[src/rtl/sig_capture_pkg.sv]
// rtl/sig_capture_pkg.sv - shared state encoding and trigger polarity constants for sig_capture
// Contents: state_t (IDLE, ARMED, CAPTURE), TRIG_RISE / TRIG_FALL edge selectors.
package sig_capture_pkg;

  typedef enum logic [1:0] {
    IDLE    = 2'd0,
    ARMED   = 2'd1,
    CAPTURE = 2'd2
  } state_t;

  localparam logic TRIG_RISE = 1'b1;
  localparam logic TRIG_FALL = 1'b0;

endpackage

[src/rtl/sig_sync.sv]
// rtl/sig_sync.sv - two-flop synchroniser plus delay flop with edge detect
// Ports: clk, rst (sync, active-high), sig (async raw input),
//        sig_s (synchronised level), rise / fall (single-cycle edge flags on sig_s).
module sig_sync (
  input  logic clk,
  input  logic rst,
  input  logic sig,
  output logic sig_s,
  output logic rise,
  output logic fall
);

  logic meta;
  logic sync;
  logic dly;

  always_ff @(posedge clk) begin
    if (rst) begin
      meta <= 1'b0;
      sync <= 1'b0;
      dly  <= 1'b0;
    end else begin
      meta <= sig;
      sync <= meta;
      dly  <= sync;
    end
  end

  assign sig_s = sync;
  assign rise  = sync & ~dly;
  assign fall  = ~sync & dly;

endmodule

[src/rtl/sig_capture.sv]
// rtl/sig_capture.sv - armed edge-triggered capture of a 1-bit signal, decimated and packed into bytes
// Ports: clk, rst (sync, active-high), sig (async raw input), arm (start pulse),
//        stb (one-cycle new-byte strobe), value (packed byte, bit 0 = oldest sample),
//        busy (high while ARMED or CAPTURE).
module sig_capture
  import sig_capture_pkg::*;
#(
  parameter int   DECIM     = 4,
  parameter int   NBYTES    = 512,
  parameter logic TRIG_EDGE = TRIG_RISE
) (
  input  logic       clk,
  input  logic       rst,
  input  logic       sig,
  input  logic       arm,
  output logic       stb,
  output logic [7:0] value,
  output logic       busy
);

  localparam int DW = $clog2(DECIM);
  localparam int BW = (NBYTES > 1) ? $clog2(NBYTES) : 1;
  localparam logic [DW-1:0] DEC_LAST  = DW'(DECIM - 1);
  localparam logic [BW-1:0] BYTE_LAST = BW'(NBYTES - 1);

  state_t         state;
  state_t         state_nxt;
  logic           sig_s;
  logic           rise;
  logic           fall;
  logic           trig_edge;
  logic           trig;
  logic           sample;
  logic           byte_done;
  logic [DW-1:0]  dec_cnt;
  logic [2:0]     bit_cnt;
  logic [BW-1:0]  byte_cnt;
  logic [7:0]     shift;
  logic [7:0]     shift_nxt;

  sig_sync u_sync (
    .clk   (clk),
    .rst   (rst),
    .sig   (sig),
    .sig_s (sig_s),
    .rise  (rise),
    .fall  (fall)
  );

  assign trig_edge = (TRIG_EDGE == TRIG_RISE) ? rise : fall;

  always_ff @(posedge clk) begin
    if (rst) begin
      state <= IDLE;
    end else begin
      state <= state_nxt;
    end
  end

  // The trigger cycle itself is sample 0; afterwards a sample lands each
  // time the decimation counter reaches its last value.
  always_comb begin
    state_nxt = state;
    trig      = 1'b0;
    sample    = 1'b0;
    case (state)
      IDLE: begin
        if (arm) begin
          state_nxt = ARMED;
        end
      end
      ARMED: begin
        if (trig_edge) begin
          state_nxt = CAPTURE;
          trig      = 1'b1;
          sample    = 1'b1;
        end
      end
      CAPTURE: begin
        if (dec_cnt == DEC_LAST) begin
          sample = 1'b1;
          if ((bit_cnt == 3'd7) && (byte_cnt == BYTE_LAST)) begin
            state_nxt = IDLE;
          end
        end
      end
      default: state_nxt = IDLE;
    endcase
  end

  assign byte_done = sample && (bit_cnt == 3'd7);
  assign shift_nxt = {sig_s, shift[7:1]};

  always_ff @(posedge clk) begin
    if (rst) begin
      dec_cnt  <= '0;
      bit_cnt  <= '0;
      byte_cnt <= '0;
      shift    <= '0;
      value    <= '0;
      stb      <= 1'b0;
    end else begin
      stb <= byte_done;
      if (trig) begin
        dec_cnt <= '0;
      end else if (state == CAPTURE) begin
        dec_cnt <= (dec_cnt == DEC_LAST) ? '0 : dec_cnt + DW'(1);
      end
      if (sample) begin
        shift   <= shift_nxt;
        bit_cnt <= bit_cnt + 3'd1;
        if (byte_done) begin
          value    <= shift_nxt;
          byte_cnt <= (byte_cnt == BYTE_LAST) ? '0 : byte_cnt + BW'(1);
        end
      end
    end
  end

  assign busy = (state != IDLE);

endmodule

[config.mk]
export PLATFORM = sky130hd
export DESIGN_NAME = sig_capture
export DESIGN_NICKNAME = d
export VERILOG_FILES = /design/src/rtl/sig_capture_pkg.sv /design/src/rtl/sig_sync.sv /design/src/rtl/sig_capture.sv
export SDC_FILE = /design/constraint.sdc
export NUM_CORES = 1
export LEC_CHECK = 0
export ABC_AREA = 1
export BUFFER_PORTS_ARGS = -buffer_cell sky130_fd_sc_hd__clkbuf_2
export CAP_MARGIN = 40
export CORE_ASPECT_RATIO = 1.75
export CORE_MARGIN = 2
export CORE_UTILIZATION = 35
export CTS_BUF_LIST = sky130_fd_sc_hd__clkbuf_2 sky130_fd_sc_hd__clkbuf_4 sky130_fd_sc_hd__clkbuf_8
export DETAILED_ROUTE_END_ITERATION = 12
export PLACE_DENSITY_LB_ADDON = 0.1
export SETUP_SLACK_MARGIN = 0.2
export SYNTH_ARGS = -nofsm -noshare
export SYNTH_HDL_FRONTEND = slang
export SYNTH_SLANG_ARGS = --single-unit
[constraint.sdc]
create_clock -name clk -period 5.2 [get_ports clk]
set_clock_uncertainty 0.1 [all_clocks]
set_input_delay 1.04 -clock clk [delete_from_list [all_inputs] [get_ports clk]]
set_output_delay 1.04 -clock clk [all_outputs]
set_load 0.1 [all_outputs]
==> results.yml <==
global_routing:
  grtUsageTotal_pct: 14.5
  antenna_found_initial: 0
  overflow: 0
  grt_max_degree: 22
  grt_pass1_wl_um: 5350
  grt_pass1_vias: 1220
sta:
  slew_violations: 0
  rsz0062_at_grt: "false"
  hold_viol_final: 0
  setup_viol: 0
  worstMarginPinSlew_ns: 0.581
  finalCriticalPeriod_ns: 2.54
  hold_slack_ns: 0.307
  setup_tns_ns: 0
  slew-limit-headroom_pct: 61.2
  clock.fmax_mhz: 393
  timing.final.crit_share_pct: 48.9
worst_setup_path:
  r2r-start: "byte_cnt[0]"
  start_kind: "flop"
  required_ns: 4.06
  arrival_ns: 1.40
  rr_endpoint: "state[0]"
  path_max_fanout: 3
  crit_path_end_kind: "output pin"
  crit_type: "reg -> out"
  reg2reg_setup_slack_ns: 3.01
  r2r_cells: 10
clocking:
  post_cts_buffers: 0
  clk_transition_reported_paths_ns: 0.07
  numCtsBuffers: 5
  ctsHtreeMaxLevel: 2
  numClockSinks: 35
  clkLatencyLatePin_ns: 0.29
  tritoncts: "yes"
  cts_resized: 0
  cts-root-buf: "clkbuf_8"
  cts_buffer_depth: 2
  ctsHoldBuffers: 0
min_path:
  hold_class: "reg -> reg"
  min_from: "u_sync.meta"
  hold_path_depth: 2
  min_to: "u_sync.sig_s"
floorplanning:
  chipHeight_um: 91.8
  ios: 14
  start_util_pct: 36.8
  core_area_sq_um: 4190
  rows: 31
  die_w_um: 54.1
  die_area_sq_um: 4970
finish:
  drive_gt1_share_pct: 13.1
  diodes: 0
  syn2layout_area_growth_pct: 12.0
  fill_cells: 454
  final_util_pct: 41.2
  fin_nets: 225
routing:
  wire_per_inst_um: 11.6
  drt-vias-per-instance: 4.72
  vias: 1237
  drt_wl_total_um: 3040
  drt-pass1-iter-count: 4
  drt.antenna.violating_nets: 0
  drt_iter0_markers: 22
  route.detailed.drc: 0
yosys:
  ys_seq_area_share_pct: 45.5
  synthCells: 199
  ys_types: 24
  syn_area_sq_um: 1540
  ys_warn_count: 0
  async_reset_ff_share_pct: 0
  syn_nets: 212
  ys_ff_latch: 35
  synth-main-ff-cell: "dfxtp_1"
  synth_area_per_cell_sq_um: 7.74
  synth-edff-count: 0
placed_design:
  gp_congestion: 0.725
  hpwl_um: 2190
  port_buffers: 13
pwr:
  p_leak_nw: 0.747
  vdd_drop_max_mv: 0.279
  p_per_area_nw_per_um2: 383
job:
  cap_viol_max_count: 0
run_status:
  outcome: "finished, final reports clean"
report_power, final:
part | leakage (nW) | switching, mW | internal [mW] | total, mW
combinational | 0.403 | 0.0853 | 0.0302 | 0.116
clock | 0.0612 | 0.103 | 0.155 | 0.258
sequential | 0.283 | 0.00732 | 0.280 | 0.288
placed cells by master, fill, tap and decap left out:
cell and instances:
ha_1 9, nand3_1 6, o21ai_0 15, nand3_4 1, bufinv_16 1, clkbuf_2 13
inv_2 1, nand2_2 1, inv_1 17, nand2_1 42, nor3_1 2, clkbuf_8 6
or2_2 1, dfxtp_1 35, nand4_1 2, clkinv_2 1, o21bai_1 3, nand3_2 1
o21ai_1 1, and3_1 1, nor2_1 33, nand2_4 2, a21oi_1 19
layer usage:
metal,vias up,GRT usage [%],part of all wire [%],wire length (um)
met5,-,0,0,0
met4,0,7.50,2.7,81
met3,7,3.42,2.7,83
met2,14,24.0,50,1530
met1,555,16.2,44,1340
li1,661,-,-,-
cells in the mapped netlist (3+ instances only):
master / number / share of area [%]
nor2_1: 33 / 8.0
o21bai_1: 3 / 1.5
ha_1: 9 / 7.3
a21oi_1: 19 / 6.2
inv_1: 17 / 4.1
nand3_1: 6 / 1.9
nand2_1: 42 / 10
o21ai_0: 15 / 4.9
dfxtp_1: 35 / 45
critical path, cell delays in order (launching register included):
cell      delay [ns]
dfxtp_1         0.35
inv_1           0.08
ha_1            0.18
inv_1           0.06
clkbuf_2        0.45
metrics by stage:
stage | power (mW) | instances | area, sq um | worst slack [ns]
after floorplan | 0.391 | 199 | 1540 | 2.89
after global placement | 0.408 | 254 | 1610 | 2.96
after detailed placement | 0.411 | 254 | 1610 | 2.88
after CTS | 0.671 | 262 | 1730 | 2.63
after global routing | 0.692 | 262 | 1730 | 2.58
final | 0.661 | 262 | 1730 | 2.66
how the worst max path moves through the flow:
| stage | endpoint | from |
|---|---|---|
| global placement | byte_cnt[1] | rst |
| global route | busy | state[1] |
| floorplan | busy | state[0] |
| detailed placement | value[7] | rst |
| CTS | busy | state[0] |
| finish | busy | state[1] |
cell type report:
cell class	instances	area, sq um	area share (%)
multi-input combinational	139	713	41.3
sequential	35	701	40.6
clock buffer	6	82.6	4.79
inverter	18	67.6	3.92
timing repair buffer	13	65.1	3.77
tap	49	61.3	3.55
clock inverter	2	35.0	2.03
state kept, by name, indices dropped and copies added, names as in the netlist:
name,cells
bit_cnt,3
byte_cnt,9
dec_cnt,2
shift,7
state,2
stb,1
u_sync.dly,1
u_sync.meta,1
u_sync.sig_s,1
value,8
cell families after synthesis:
group / Yosys count / synth area share (%)
AO/OA/AOI/OAI: 38 / 12.8
adder cells (fa/ha/maj): 9 / 7.31
buffers and inverters: 25 / 8.20
flip-flops: 35 / 45.5
AND/OR/NAND/NOR: 92 / 26.2
No activity file was read; power rests on OpenSTA's default activity.
